===== src/rtl/alu_ctrl_pkg.sv =====
// Shared types and defaults for the ALU request arbiter.
package alu_ctrl_pkg;

    localparam int unsigned TIMEOUT_DEFAULT = 64;
    localparam int unsigned DATA_W          = 32;

    typedef enum logic [1:0] {
        IDLE,
        ISSUE,
        WAIT,
        RESP
    } state_t;

    // {N, Z, V, C}
    typedef logic [3:0] icc_t;

endpackage


===== src/rtl/rr_arb2.sv =====
// Two-way round-robin arbiter: holds the last-grant pointer, grants combinationally.
module rr_arb2 (
    input  logic       clk,
    input  logic       rst,
    input  logic [1:0] req,
    input  logic       update,
    input  logic       upd_idx,
    output logic [1:0] gnt,
    output logic       gnt_idx
);

    logic last;

    // Pointer resets to 1 so port 0 wins the first tie.
    always_ff @(posedge clk) begin
        if (rst) begin
            last <= 1'b1;
        end else if (update) begin
            last <= upd_idx;
        end
    end

    always_comb begin
        gnt_idx = req[1] && (!req[0] || !last);
        gnt     = '0;
        if (|req) begin
            gnt[gnt_idx] = 1'b1;
        end
    end

endmodule


===== src/rtl/alu_arbiter.sv =====
// Arbitrates two requesters onto a shared ALU with handshake, result capture and watchdog abort.
module alu_arbiter
    import alu_ctrl_pkg::*;
#(
    parameter int unsigned TIMEOUT = TIMEOUT_DEFAULT
) (
    input  logic                   clk,
    input  logic                   rst,
    input  logic [1:0]             rq_req,
    input  logic [1:0][1:0]        rq_op,
    input  logic [1:0][5:0]        rq_op3,
    input  logic [1:0][DATA_W-1:0] rq_a,
    input  logic [1:0][DATA_W-1:0] rq_b,
    output logic [1:0]             rq_gnt,
    output logic [1:0]             rq_done,
    output logic [DATA_W-1:0]      rq_val,
    output icc_t                   rq_icc,
    output logic                   rq_trap,
    output logic                   rq_err,
    output logic                   alu_req,
    output logic [1:0]             alu_op,
    output logic [5:0]             alu_op3,
    output logic [DATA_W-1:0]      alu_operand1,
    output logic [DATA_W-1:0]      alu_operand2,
    input  logic                   alu_reqack,
    input  logic                   alu_busy,
    input  logic                   alu_done,
    input  logic                   alu_trap,
    input  logic [DATA_W-1:0]      alu_val,
    input  logic                   alu_N,
    input  logic                   alu_Z,
    input  logic                   alu_V,
    input  logic                   alu_C
);

    localparam int unsigned WD_W = $clog2(TIMEOUT) + 1;
    localparam logic [WD_W-1:0] WD_LAST = WD_W'(TIMEOUT - 1);

    state_t            state;
    logic              cur;
    logic [1:0]        op_q;
    logic [5:0]        op3_q;
    logic [DATA_W-1:0] a_q;
    logic [DATA_W-1:0] b_q;
    logic [WD_W-1:0]   wd;
    logic [1:0]        arb_gnt;
    logic              arb_idx;
    logic              done_now;

    rr_arb2 u_arb (
        .clk     (clk),
        .rst     (rst),
        .req     (rq_req),
        .update  (state == RESP),
        .upd_idx (cur),
        .gnt     (arb_gnt),
        .gnt_idx (arb_idx)
    );

    // Operand latches only reload on a grant, so the ALU inputs stay stable until completion.
    assign alu_op       = op_q;
    assign alu_op3      = op3_q;
    assign alu_operand1 = a_q;
    assign alu_operand2 = b_q;

    // Done in ISSUE only counts when paired with reqack.
    assign done_now = alu_done && ((state == WAIT) || (state == ISSUE && alu_reqack));

    always_ff @(posedge clk) begin
        if (rst) begin
            state   <= IDLE;
            rq_gnt  <= '0;
            rq_done <= '0;
            alu_req <= 1'b0;
            rq_val  <= '0;
            rq_icc  <= '0;
            rq_trap <= 1'b0;
            rq_err  <= 1'b0;
            wd      <= '0;
            cur     <= 1'b0;
            op_q    <= '0;
            op3_q   <= '0;
            a_q     <= '0;
            b_q     <= '0;
        end else begin
            rq_gnt  <= '0;
            rq_done <= '0;
            case (state)
                IDLE: begin
                    if (|rq_req && !alu_busy) begin
                        rq_gnt  <= arb_gnt;
                        cur     <= arb_idx;
                        op_q    <= rq_op[arb_idx];
                        op3_q   <= rq_op3[arb_idx];
                        a_q     <= rq_a[arb_idx];
                        b_q     <= rq_b[arb_idx];
                        wd      <= '0;
                        alu_req <= 1'b1;
                        state   <= ISSUE;
                    end
                end
                ISSUE, WAIT: begin
                    if (done_now) begin
                        alu_req <= 1'b0;
                        rq_val  <= alu_val;
                        rq_icc  <= {alu_N, alu_Z, alu_V, alu_C};
                        rq_trap <= alu_trap;
                        rq_err  <= 1'b0;
                        rq_done <= cur ? 2'b10 : 2'b01;
                        state   <= RESP;
                    end else if (wd == WD_LAST) begin
                        alu_req <= 1'b0;
                        rq_val  <= '0;
                        rq_icc  <= '0;
                        rq_trap <= 1'b0;
                        rq_err  <= 1'b1;
                        rq_done <= cur ? 2'b10 : 2'b01;
                        state   <= RESP;
                    end else begin
                        wd <= wd + 1'b1;
                        if (state == ISSUE && alu_reqack) begin
                            alu_req <= 1'b0;
                            state   <= WAIT;
                        end
                    end
                end
                RESP: begin
                    state <= IDLE;
                end
                default: begin
                    state <= IDLE;
                end
            endcase
        end
    end

endmodule


===== config.mk =====
export PLATFORM = sky130hd
export DESIGN_NAME = alu_arbiter
export DESIGN_NICKNAME = d
export VERILOG_FILES = /design/src/rtl/alu_ctrl_pkg.sv /design/src/rtl/rr_arb2.sv /design/src/rtl/alu_arbiter.sv
export SDC_FILE = /design/constraint.sdc
export NUM_CORES = 1
export LEC_CHECK = 0
export ABC_AREA = 1
export CORE_MARGIN = 10
export CORE_UTILIZATION = 37
export DETAILED_ROUTE_END_ITERATION = 8
export PLACE_DENSITY = 0.9
export RECOVER_POWER = 50
export SYNTH_ARGS = -nofsm -noshare
export SYNTH_HDL_FRONTEND = slang
export SYNTH_SLANG_ARGS = --single-unit

===== constraint.sdc =====
create_clock -name clk -period 2.2 [get_ports clk]
set_input_delay 0.44 -clock clk [delete_from_list [all_inputs] [get_ports clk]]
set_output_delay 0.44 -clock clk [all_outputs]
set_load 0.02 [all_outputs]

==> flow_summary_export.csv <==
group,metric,value,unit
run_status,status,"completed",
place,place_congestion,0.892,
worst_hold_path,min_delay_worst_endpoint,"rq_val[6]$_SDFFE_PP0P_",
finish,diodes,0,
route,routed_via_density,4.78,
finish,final_common_cell,"nand2_1",
synth,synth.distinct_cells,26,
synth,syn_area_per_cell,7.35,um^2
grt,grt_pass1_vias,5504,
finish,final_cell_mix,"nand2_1, clkdlybuf4s50_1, dfxtp_1",
finish,instances_no_fill,1170,
sta,skew,0.0128,ns
cts,cts_setup_buffers,0,
place,place_ws,0.157,ns
critical_path,worstPathArrival,2.41,ns
finish,fin_nets,1174,
pwr,peakVddDrop,469,uV
route,drc,0,
cts,clock-sinks,126,
route,drt_iter0_drc,290,
route,via_count,5587,
cts,clk_latency,0.41,ns
cts,htree_levels,4,
cts,root_buffer,"clkbuf_16",
sta,timing.final.max_slew_violations,0,
place,dp_cells,1138,
synth,syn-instance-count,683,
grt,grtUsageTotal,0.196,
synth,synth_nets,876,
synth,yosysSeqAreaShare,0.503,
critical_path,endpoint_kind,"flip-flop",
sta,hold_viol_final,0,
critical_path,start_kind,"primary input",
cts,clk_pin_slew_worst_paths,0.05,ns
grt,antenna_found_initial,0,
sta,holdWs,0.457,ns
grt,grt_pass1_wl,28800,um
critical_path,path_class,"in -> reg",
cts,cts_buffers,17,
grt,grt_max_degree,74,
critical_path,r2r_slack,0.18,ns
route,finalWirelength,19000,um
sta,setup_tns,0,ns
sta,final.min_clock_period,2.05,ns
finish,stdcell_area,8780,um^2
place,placed_area,8210,um^2
pwr,leakage,0.00357,uW
place,dpl.hpwl,14600,um
die,die_w,136,um
critical_path,r2r-end,"alu_operand1[7]$_SDFFE_PP0P_",
die,dieArea,18600,um^2
sta,max_freq,487,MHz
sta,post-route-period-util,0.934,
critical_path,cp_max_fo,22,
finish,syn_to_final_growth,75.0,%
worst_hold_path,min_from,"rq_val[6]$_SDFFE_PP0P_",
route,final_antenna_net_count,0,
synth,ys_warn_count,0,
cts,cts-resized-gates,0,
cts,clk_path_buf_depth,2,
finish,drive_gt1_frac,0.0634,
synth,yosys.area.top_type,"dfxtp_1",
synth,syn_area,5020,um^2
route,dr.pass1.iters,4,
die,rows,42,
sta,fin_ws,0.145,ns
pwr,power.density,913,nW/um^2
critical_path,timing.rr.start,"state[0]$_SDFFE_PP0P_",
die,initial_core_util,0.379,
worst_hold_path,hp-class,"reg -> reg",
finish,fillers,1058,
flow_run,drv_cap,0,
sta,setup_viol,0,
critical_path,worstPathRequired,2.55,ns
sta,rsz0062_at_grt,"false",
die,design.core.area,13200,um^2
sta,slew_headroom,0.509,
route,avgRoutedWirePerCell,16.2,um
synth,synthDominantCellAreaShare,0.503,
die,die_h,136,um
place,place.port_buffers,302,
sta,tightest_slew,0.734,ns
die,io_pins,303,
cts,postCtsHoldBufs,0,
cts,cts_tree,"yes",
grt,overflow,0,
worst_hold_path,min_path_cells,2,
critical_path,reg2reg_depth,7,
synth,ys_seq_elements,126,
synth,synth.area.top_cells,"dfxtp_1, nand2_1, nand3_1, a21oi_1, buf_6",
## registers in the layout (all words and copies together) (netlist names), 2 cells and up
name          flops
rq_val           32
rq_gnt            2
alu_operand2     32
alu_op3           6
wd                7
alu_operand1     32
rq_done           2
alu_op            2
rq_icc            4
state             2
## per-layer routing
metal | vias to the layer above | track usage | part of all wire
met2 | 246 | 0.322 | 0.49
met5 | - | 0 | 0
li1 | 2763 | - | -
met3 | 45 | 0.0738 | 0.093
met1 | 2533 | 0.219 | 0.38
met4 | 0 | 0.0905 | 0.036
## through the flow
stage	util	total power [uW]
after floorplan	-	4110
after global routing	0.663	8420
after detailed placement	0.620	5320
final	0.663	8010
after CTS	0.665	8120
after global placement	0.620	5280
## cells in the mapped netlist (all sizes together)
cell type,number
a21oi,37
o21a,1
o21ai,14
clkbuf,14
or2,1
nor3b,1
o21bai,1
o211ai,1
nand2,323
nor3,1
nand3,93
ha,5
nor2,17
inv,23
buf,22
clkinv,3
dfxtp,126
## where the power goes
part           internal [uW]  switching [uW]
clock                   1810             952
combinational           1130            1300
sequential              2630             190
## layout make-up
| cell class | instances | area (um^2) | share of cell area |
|---|---|---|---|
| clock buffer | 26 | 509 | 0.0580 |
| tap | 176 | 220 | 0.0251 |
| inverter | 26 | 97.6 | 0.0111 |
| timing repair buffer | 315 | 3180 | 0.362 |
| clock inverter | 6 | 80.1 | 0.00912 |
| multi-input combinational | 495 | 2180 | 0.248 |
| sequential | 126 | 2520 | 0.287 |
## worst max-delay path: stages
cell           delay (ns)
dlygate4sd3_1        0.61
buf_4                0.18
nor3b_1              0.41
clkbuf_2             0.49
nand2_1              0.16
nand3_1              0.09
## cell families (layout without fill, tap and decap cells)
family	count (synthesis)	count (layout)	synth area share
AOI/OAI and AO/OA	54	54	0.0561
DFF	126	126	0.503
buffers and inverters	62	373	0.0623
and+or+nand+nor	436	436	0.366
adders and majority gates	5	5	0.0125
## worst max-delay path by stage
stage	slack [ns]	to	depth (start not counted)	start
floorplan	0.55	wd[0]$_SDFFE_PP0P_	10	state[1]$_SDFFE_PP0P_
global placement	0.18	alu_operand1[7]$_SDFFE_PP0P_	7	rq_req[1]
detailed placement	0.16	alu_operand2[10]$_SDFFE_PP0P_	6	rst
CTS	0.29	rq_done[1]$_SDFF_PP0_	6	state[1]$_SDFFE_PP0P_
global route	0.03	alu_operand1[7]$_SDFFE_PP0P_	7	state[0]$_SDFFE_PP0P_
finish	0.15	alu_operand1[7]$_SDFFE_PP0P_	6	rst
Note: power is estimated with default switching activity, not from simulation.
